### config.mk
export PLATFORM = sky130hd
export DESIGN_NAME = timer_sched
export DESIGN_NICKNAME = d
export VERILOG_FILES = /design/src/rtl/timer_sched.sv
export SDC_FILE = /design/constraint.sdc
export NUM_CORES = 1
export LEC_CHECK = 0
export ABC_CLOCK_PERIOD_IN_PS = 3000
export BUFFER_PORTS_ARGS = -buffer_cell sky130_fd_sc_hd__clkbuf_2
export CAP_MARGIN = 15
export CORE_ASPECT_RATIO = 2
export CORE_MARGIN = 3
export CORE_UTILIZATION = 40
export DETAILED_ROUTE_END_ITERATION = 16
export GPL_TIMING_DRIVEN = 0
export PLACE_DENSITY = 0.73
export SYNTH_ARGS = -nofsm -noshare
export SYNTH_HDL_FRONTEND = slang
export SYNTH_SLANG_ARGS = --single-unit
export TNS_END_PERCENT = 50
### constraint.sdc
create_clock -name clk -period 3 [get_ports clk]
set_input_delay 0.45 -clock clk [delete_from_list [all_inputs] [get_ports clk]]
set_output_delay 0.45 -clock clk [all_outputs]
set_load 0.01 [all_outputs]
### src/rtl/timer_sched.sv
// timer_sched: round-robin scheduler sharing one down-counting timeout timer among N_REQ requesters
module timer_sched #(
    parameter int N_REQ = 4,
    parameter int CNT_W = 8
) (
    input  logic                   clk,
    input  logic                   reset,
    input  logic [N_REQ-1:0]       req,
    input  logic [N_REQ*CNT_W-1:0] load_val,
    output logic [N_REQ-1:0]       grant,
    output logic [N_REQ-1:0]       done,
    output logic                   busy,
    output logic                   out,
    output logic [CNT_W-1:0]       count
);
    localparam int IW = (N_REQ > 1) ? $clog2(N_REQ) : 1;

    typedef enum logic [1:0] {IDLE, COUNT, DONE} state_e;

    state_e           state_q;
    logic [IW-1:0]    rr_last_q;
    logic [IW-1:0]    pick_d;
    logic [IW-1:0]    cand;
    logic             found;
    logic [N_REQ-1:0] grant_q;
    logic [N_REQ-1:0] done_q;
    logic [CNT_W-1:0] count_q;

    // pick the first requester after the previous owner, wrapping around
    always_comb begin
        pick_d = rr_last_q;
        found  = 1'b0;
        cand   = '0;
        for (int k = 1; k <= N_REQ; k++) begin
            cand = IW'((int'(rr_last_q) + k) % N_REQ);
            if (!found && req[cand]) begin
                pick_d = cand;
                found  = 1'b1;
            end
        end
    end

    // arbitration in IDLE, countdown in COUNT, one-cycle expiry in DONE
    always_ff @(posedge clk) begin
        if (reset) begin
            state_q   <= IDLE;
            grant_q   <= '0;
            done_q    <= '0;
            count_q   <= '0;
            rr_last_q <= IW'(N_REQ - 1);
        end else begin
            case (state_q)
                IDLE: begin
                    if (found) begin
                        state_q   <= COUNT;
                        grant_q   <= N_REQ'(1) << pick_d;
                        count_q   <= load_val[int'(pick_d)*CNT_W +: CNT_W];
                        rr_last_q <= pick_d;
                    end
                end
                COUNT: begin
                    if (!req[rr_last_q]) begin
                        state_q <= IDLE;
                        grant_q <= '0;
                        count_q <= '0;
                    end else if (count_q == '0) begin
                        state_q <= DONE;
                        done_q  <= grant_q;
                    end else begin
                        count_q <= count_q - 1'b1;
                    end
                end
                DONE: begin
                    state_q <= IDLE;
                    grant_q <= '0;
                    done_q  <= '0;
                end
                default: begin
                    state_q <= IDLE;
                    grant_q <= '0;
                    done_q  <= '0;
                    count_q <= '0;
                end
            endcase
        end
    end

    assign grant = grant_q;
    assign done  = done_q;
    assign count = count_q;
    assign busy  = state_q != IDLE;
    assign out   = |done_q;
endmodule

==> qor.yml, run 1 <==
status:
  run_status: "completed"
die:
  die-area_um2: 4120
  die_x_um: 46.9
  fp.dieH_um: 87.8
  io_pins: 56
  coreArea_um2: 3190
  start_util: 0.419
  num_rows: 29
yosys:
  synth_top_area_frac: 0.299
  yosys.area.top_type: "dfxtp_1"
  muxShareOfSynthArea: 0.242
  synth_compound_area_frac: 0.179
  syn_nets: 198
  seq_area_frac_synth: 0.299
  post_synth.cell_area_avg_um2: 8.47
  synth_xor_area_frac: 0
  synth_top_family_by_area: "multiplexers"
  async_flop_share: 0
  netlist_instances: 158
  yosys_warnings: 0
  synthSimpleGateAreaFrac: 0.213
  synth_ff_type: "dfxtp_1"
  synth-adder-area-share: 0.0187
  synth_edf_count: 0
  synth_seq_cells: 20
  synth_area_um2: 1340
  netlist_top_cells_count: "20 x dfxtp_1, 20 x mux2i_1, 14 x o21ai_0, 11 x nor2_1, 10 x a21oi_1"
  synthDistinctLibCells: 35
  yosys-top-cells-area: "dfxtp_1 30%, mux2i_1 15%, mux2_2 5.9%, o21ai_0 5.2%, a21oi_1 3.7%"
setup_path:
  start_kind: "flop"
  worstPathRequired_ps: 3140
  slowest_stage: "nor4b_1"
  crit_family: "simple AND/OR/NAND/NOR gates"
  cpPeakStageDelay_ps: 440
  critPathBufInv: 2
  cp_max_fo: 7
  r2r_slack_ps: 730
  setup.worst_path.end_class: "flop"
  path_cells: "inv_1, ha_1, nor4b_1, nor2b_1, or3_1, clkbuf_2, o22ai_1, a21oi_1, o21ai_0"
  arrival_ps: 2410
  crit_type: "flop to flop"
layout:
  antenna_cells: 0
  fin_nets: 257
  multi_input_area_um2: 873
  final_cells: 247
  regArea_um2: 400
  layout-drive-gt1-share: 0.343
  syn2layout_area_growth_pct: 28.4
  n_fill_cell: 316
timing:
  hold_violations: 0
  rsz0062_at_grt: "false"
  fin_skew_ps: 1.26
  fin_setup_tns_ps: 0
  drv_slew: 0
  setup_viol: 0
  fin_crit_sh: 0.757
  slew_headroom: 0.563
  worst_slew_pin_slew_ps: 655
  min_period_ps: 2270
  layout_setup_ws_ps: 729
  max_freq_ghz: 0.440
grt:
  grt_max_degree: 13
  overflow: 0
  gr-usage-all-layers: 0.175
  first_global_vias: 1309
  grt_pass1_wl_um: 5480
  antenna_found_initial: 0
drt:
  wl_um: 3370
  dr_total_vias: 1369
  drc: 0
  wl_per_cell_um: 13.6
  ant_nets: 0
  routed_via_density: 5.54
  drtIter0Drc: 26
  dr.pass1.iters: 4
power_and_ir_drop:
  vdd.ir_drop.worst_mv: 0.493
  power.density_nw_per_um2: 647
  cellLeakagePower_nw: 0.818
placed_design:
  dp_hpwl_um: 2840
  placed_cells: 243
  pre_cts_ws_ps: 677
  io_buffers: 54
  place_congestion: 0.799
clock_tree:
  htreeDepth: 1
  clk_pin_slew_worst_paths_ps: 80
  cts-buffers-inserted: 3
  insertion_delay_ps: 260
  clock-root-buffer: "clkbuf_8"
  post_cts_resized: 0
  clock_path_buffers: 2
  post_cts_buffers: 0
  cts_sinks: 20
  hold_buffers: 0
  tritoncts: "yes"
flow_run:
  max_cap_viol_count: 0
hold_path:
  hp-class: "flop to flop"
==> through the flow <==
| step | util | area (um^2) | power, mW | hold WS, ps |
|---|---|---|---|---|
| 2_1_floorplan | - | 1340 | 0.706 | 490 |
| 3_3_place_gp | 0.516 | 1650 | 0.842 | 466 |
| 3_5_place_dp | 0.516 | 1650 | 0.850 | 468 |
| 4_1_cts | 0.538 | 1720 | 1.12 | 478 |
| 5_1_grt | 0.538 | 1720 | 1.18 | 501 |
| 6_report | 0.538 | 1720 | 1.11 | 474 |
==> area by class of cell <==
type	count	share of cell area
multi-input combinational	124	0.508
sequential	20	0.233
timing repair buffer	54	0.157
clock buffer	3	0.0240
buffer	8	0.0240
tap	31	0.0226
clock inverter	1	0.0175
inverter	6	0.0131
==> logic make-up (layout without fill, tap and decap cells) <==
group	Yosys count	in the layout
simple gates	53	53
compound gates	40	40
mux	29	29
flops	20	20
buf+inv	14	72
fa+ha+maj	2	2
==> layer usage <==
metal / up-vias / GRT usage / wire [um]
li1: 700 / - / -
met1: 641 / 0.167 / 1140
met2: 20 / 0.357 / 2080
met3: 8 / 0.0165 / 75
met4: 0 / 0.0479 / 70
met5: - / 0 / 0
==> sequential cells by signal, summed over array words and instances, names as in the netlist <==
signal     count
count          8
state_q        2
done           4
grant          4
rr_last_q      2
==> where the power goes <==
| part | switching, mW | internal (mW) |
|---|---|---|
| Clock | 0.0935 | 0.178 |
| Sequential | 0.0488 | 0.311 |
| Combinational | 0.257 | 0.223 |
| Total | 0.399 | 0.712 |
==> worst register-to-register path, delay by kind of cell (launching register included) <==
family	cells	cell delay, ps
simple gates	3	1050
compound gates	3	320
flops	1	370
fa+ha+maj	1	140
buf+inv	2	270
==> placed cells by master, fill, tap and decap left out, types with 2 or more instances in the layout <==
master    netlist  layout
o31ai_1         2       2
nor3_1          7       7
o22ai_1         4       4
o211ai_1        2       2
clkbuf_1        4       4
clkbuf_8        0       3
dfxtp_1        20      20
or3_1           5       5
or4_1           2       2
nor4_1          4       4
nand2b_1        8       8
mux2i_1        20      20
nor2_1         11      11
or2_2           2       2
buf_2           2       2
o21ai_0        14      14
inv_1           6       6
nor2b_1         2       2
ha_1            2       2
nand2_1         8       8
o21a_1          2       2
clkbuf_2        1      55
a21oi_1        10      10
mux2_2          7       7
a31oi_1         2       2
==> worst paths after layout <==
path,start,end,cells after the start
min,grant[3],grant[3],2
min reg2reg,grant[3],grant[3],2
max reg2reg,count[0],count[2],9
max,count[0],count[2],9
Note: power is estimated with default switching activity, not from simulation.
==> run 2: changes to the inputs <==
--- a/config.mk
+++ b/config.mk
@@ -5,7 +5,8 @@
 export SDC_FILE = /design/constraint.sdc
 export NUM_CORES = 1
 export LEC_CHECK = 0
-export ABC_CLOCK_PERIOD_IN_PS = 3000
+export ABC_AREA = 1
+export ABC_CLOCK_PERIOD_IN_PS = 2300
 export BUFFER_PORTS_ARGS = -buffer_cell sky130_fd_sc_hd__clkbuf_2
 export CAP_MARGIN = 15
 export CORE_ASPECT_RATIO = 2
@@ -13,7 +14,7 @@
 export CORE_UTILIZATION = 40
 export DETAILED_ROUTE_END_ITERATION = 16
 export GPL_TIMING_DRIVEN = 0
-export PLACE_DENSITY = 0.73
+export PLACE_DENSITY = 0.69
 export SYNTH_ARGS = -nofsm -noshare
 export SYNTH_HDL_FRONTEND = slang
 export SYNTH_SLANG_ARGS = --single-unit
==> constraint.sdc (replaced) <==
create_clock -name clk -period 2.3 [get_ports clk]
set_input_delay 0.345 -clock clk [delete_from_list [all_inputs] [get_ports clk]]
set_output_delay 0.345 -clock clk [all_outputs]
set_load 0.01 [all_outputs]
==> run 2 against run 1 <==
  * Sequential power increased by 56%
  * Largest power group unchanged
  * Register-to-register slack got worse by 490 ps
  * Critical path type unchanged
  * Combinational power increased to 4.7 times the previous value
==> qor.yml, run 2 <==
placed_design:
  place_congestion: 0.869  # was 0.799
  io_buffers: 54  # unchanged
  pre_cts_ws_ps: 188  # was 677 ps
  dp_hpwl_um: 3980  # was 2840 um
  placed_cells: 405  # was 243
power_and_ir_drop:
  seqPwrFrac: 0.177  # was 0.324
  vdd.ir_drop.worst_mv: 0.818  # was 0.493 mV
  clockPowerShare: 0.115  # was 0.244
  cellLeakagePower_nw: 1.24  # was 0.818 nW
  power.internal_mw: 1.52  # was 0.712 mW
  combPwrFrac: 0.707  # was 0.432
  swShare: 0.521  # was 0.359
  power.density_nw_per_um2: 1430  # was 647 nW/um^2
  power_mw: 3.17  # was 1.11 mW
  power.switching_mw: 1.65  # was 0.399 mW
die:
  coreArea_um2: 4340  # was 3190 um^2
  die-area_um2: 5400  # was 4120 um^2
  io_pins: 56  # unchanged
  fp.dieH_um: 101  # was 87.8 um
  die_x_um: 53.5  # was 46.9 um
  start_util: 0.416  # was 0.419
  num_rows: 34  # was 29
timing:
  layout_setup_ws_ps: 234  # was 729 ps
  min_period_ps: 2070  # was 2270 ps
  slew_headroom: 0.549  # was 0.563
  setup_viol: 0  # unchanged
  fin_crit_sh: 0.898  # was 0.757
  max_freq_ghz: 0.484  # was 0.440 GHz
  fin_setup_tns_ps: 0  # unchanged
  fin_skew_ps: 5.20  # was 1.26 ps
  worst_slew_pin_slew_ps: 676  # was 655 ps
  rsz0062_at_grt: "false"  # unchanged
  hold_violations: 0  # unchanged
  drv_slew: 0  # unchanged
layout:
  layout-drive-gt1-share: 0.282  # was 0.343
  final_common_cell: "nand2_1"  # was clkbuf_2
  fin_nets: 396  # was 257
  layout_common_cells: "101 x nand2_1, 54 x clkbuf_2, 47 x inv_1"  # was 55 x clkbuf_2, 20 x mux2i_1, 20 x dfxtp_1
  largest_reg_flops: 8  # unchanged
  syn2layout_area_growth_pct: 22.8  # was 28.4%
  antenna_cells: 0  # unchanged
  n_fill_cell: 485  # was 316
  final_cells: 409  # was 247
drt:
  drc: 0  # unchanged
  wl_per_cell_um: 12.0  # was 13.6 um
  wl_um: 4910  # was 3370 um
  dr_total_vias: 2004  # was 1369
  ant_nets: 0  # unchanged
  routed_via_density: 4.90  # was 5.54
  drtIter0Drc: 57  # was 26
  dr.pass1.iters: 4  # unchanged
clock_tree:
  cts_sinks: 20  # unchanged
  htreeDepth: 1  # unchanged
  insertion_delay_ps: 270  # was 260 ps
  tritoncts: "yes"  # unchanged
  post_cts_buffers: 0  # unchanged
  clock-root-buffer: "clkbuf_8"  # unchanged
  clock_path_buffers: 2  # unchanged
  clk_pin_slew_worst_paths_ps: 80  # about the same
  cts-buffers-inserted: 3  # unchanged
yosys:
  synth_compound_area_frac: 0.116  # was 0.179
  synthDistinctLibCells: 38  # was 35
  post_synth.cell_area_avg_um2: 6.07  # was 8.47 um^2
  synthSimpleGateAreaFrac: 0.468  # was 0.213
  muxShareOfSynthArea: 0  # was 0.242
  yosys_warnings: 0  # unchanged
  synth_ff_type: "dfxtp_1"  # unchanged
  yosysMostFrequentCell: "nand2_1"
  async_flop_share: 0  # unchanged
  seq_area_frac_synth: 0.222  # was 0.299
  synth_edf_count: 0  # unchanged
  yosys.area.top_type: "dfxtp_1"  # unchanged
  synth_seq_cells: 20  # unchanged
  synth_top_family_by_area: "simple AND/OR/NAND/NOR gates"  # was multiplexers
  syn_nets: 337  # was 198
  synth_area_um2: 1800  # was 1340 um^2
  netlist_instances: 297  # was 158
  yosys-top-cells-area: "dfxtp_1 22%, nand2_1 21%, nand3_1 12%, inv_1 9.8%, a21oi_2 4.4%"  # was dfxtp_1 30%, mux2i_1 15%, mux2_2 5.9%, o21ai_0 5.2%, a21oi_1 3.7%
  netlist_top_cells_count: "101 x nand2_1, 47 x inv_1, 45 x nand3_1, 20 x dfxtp_1, 9 x a21oi_2"  # was 20 x dfxtp_1, 20 x mux2i_1, 14 x o21ai_0, 11 x nor2_1, 10 x a21oi_1
  synth_xor_area_frac: 0.0291  # was 0
  synth_top_area_frac: 0.222  # was 0.299
  synth-adder-area-share: 0.0139  # was 0.0187
grt:
  gr-usage-all-layers: 0.189  # was 0.175
  overflow: 0  # unchanged
  antenna_found_initial: 0  # unchanged
  grt_max_degree: 13  # unchanged
  first_global_vias: 1825  # was 1309
  grt_pass1_wl_um: 7780  # was 5480 um
setup_path:
  setup.worst_path.end_class: "flop"  # unchanged
  cp_max_fo: 8  # was 7
  worstPathRequired_ps: 2500  # was 3140 ps
  arrival_ps: 2270  # was 2410 ps
  crit_type: "flop to flop"  # unchanged
  start_kind: "flop"  # unchanged
status:
  run_status: "completed"  # unchanged
flow_run:
  max_cap_viol_count: 0  # unchanged
hold_path:
  hp-class: "input port to flop"  # was flop to flop
run 2: changes by cell type after synthesis, sizes merged, moves of 4 or more:
| cell | previous run | this run |
|---|---|---|
| a21oi | 10 | 16 |
| buf | 3 | 8 |
| clkbuf | 5 | 1 |
| inv | 6 | 51 |
| mux2 | 7 | 0 |
| mux2i | 21 | 0 |
| nand2 | 8 | 114 |
| nand2b | 8 | 0 |
| nand3 | 0 | 47 |
| nor3 | 7 | 1 |
| o21ai | 14 | 6 |
| or3 | 5 | 1 |
| xnor2 | 0 | 4 |
run 2: worst max-delay path: stages, from the launching register on:
cell     delay, ps
dfxtp_1        330
inv_1          120
ha_1           160
inv_1           40
nor4_1         400
inv_1          170
nor2_2         240
or2_1          130
buf_2          190
nand2_1         90
a21oi_2        130
run 2: layer usage:
layer | global-route usage | up-vias | wire, um
met3 | 0.00889 | 11 | 151
met1 | 0.195 | 901 | 1800
met5 | 0 | - | 0
li1 | - | 1042 | -
met4 | 0.0728 | 0 | 115
met2 | 0.369 | 50 | 2840
run 2: power groups by stage:
stage	sequential [mW]	clock, mW	combinational (mW)
after floorplan	0.580	0	1.73
after global placement	0.564	0	2.20
after detailed placement	0.568	0	2.23
after CTS	0.560	0.364	2.25
after global routing	0.577	0.377	2.52
final	0.562	0.365	2.24
run 2: cell type report:
class                   instances  area, um^2  area share
plain buffers                   9        73.8      0.0333
clock buffers                   3        41.3      0.0186
clock inverters                 1        30.0      0.0136
inverters                      53         199      0.0898
multi-input cells             215        1130       0.511
flip-flops and latches         20         400       0.181
well taps                      54        67.6      0.0305
repair buffers                 54         270       0.122
run 2: final timing paths:
| check | cells after the start | startpoint | to | slack, ps |
|---|---|---|---|---|
| worst min register to register | 2 | done[1] | done[1] | 480 |
| worst min-delay path | 2 | reset | state_q[0] | 430 |
| worst max register to register | 10 | count[0] | count[0] | 230 |
| worst max-delay path | 10 | count[0] | count[0] | 230 |
run 2: what timing repair did:
action                     CTS  global route
setup endpoints to repair    0             2
hold endpoints to repair     0             0
hold buffers                 0             0
resized for setup            0             1
run 2: kinds of logic (layout without fill, tap and decap cells):
family,count (synthesis),in the layout
AO/OA/AOI/OAI,29,29
AND/OR/NAND/NOR,178,178
flip-flops,20,20
adder cells (fa/ha/maj),2,2
XOR/XNOR,6,6
buffers and inverters,62,120
run 2: per-stage QoR:
step                      hold WS, ps  cell area (um^2)   util
after floorplan                   490              1800      -
after global placement            470              2140  0.493
after detailed placement          473              2140  0.493
after CTS                         437              2210  0.510
after global routing              470              2210  0.510
final                             428              2210  0.510
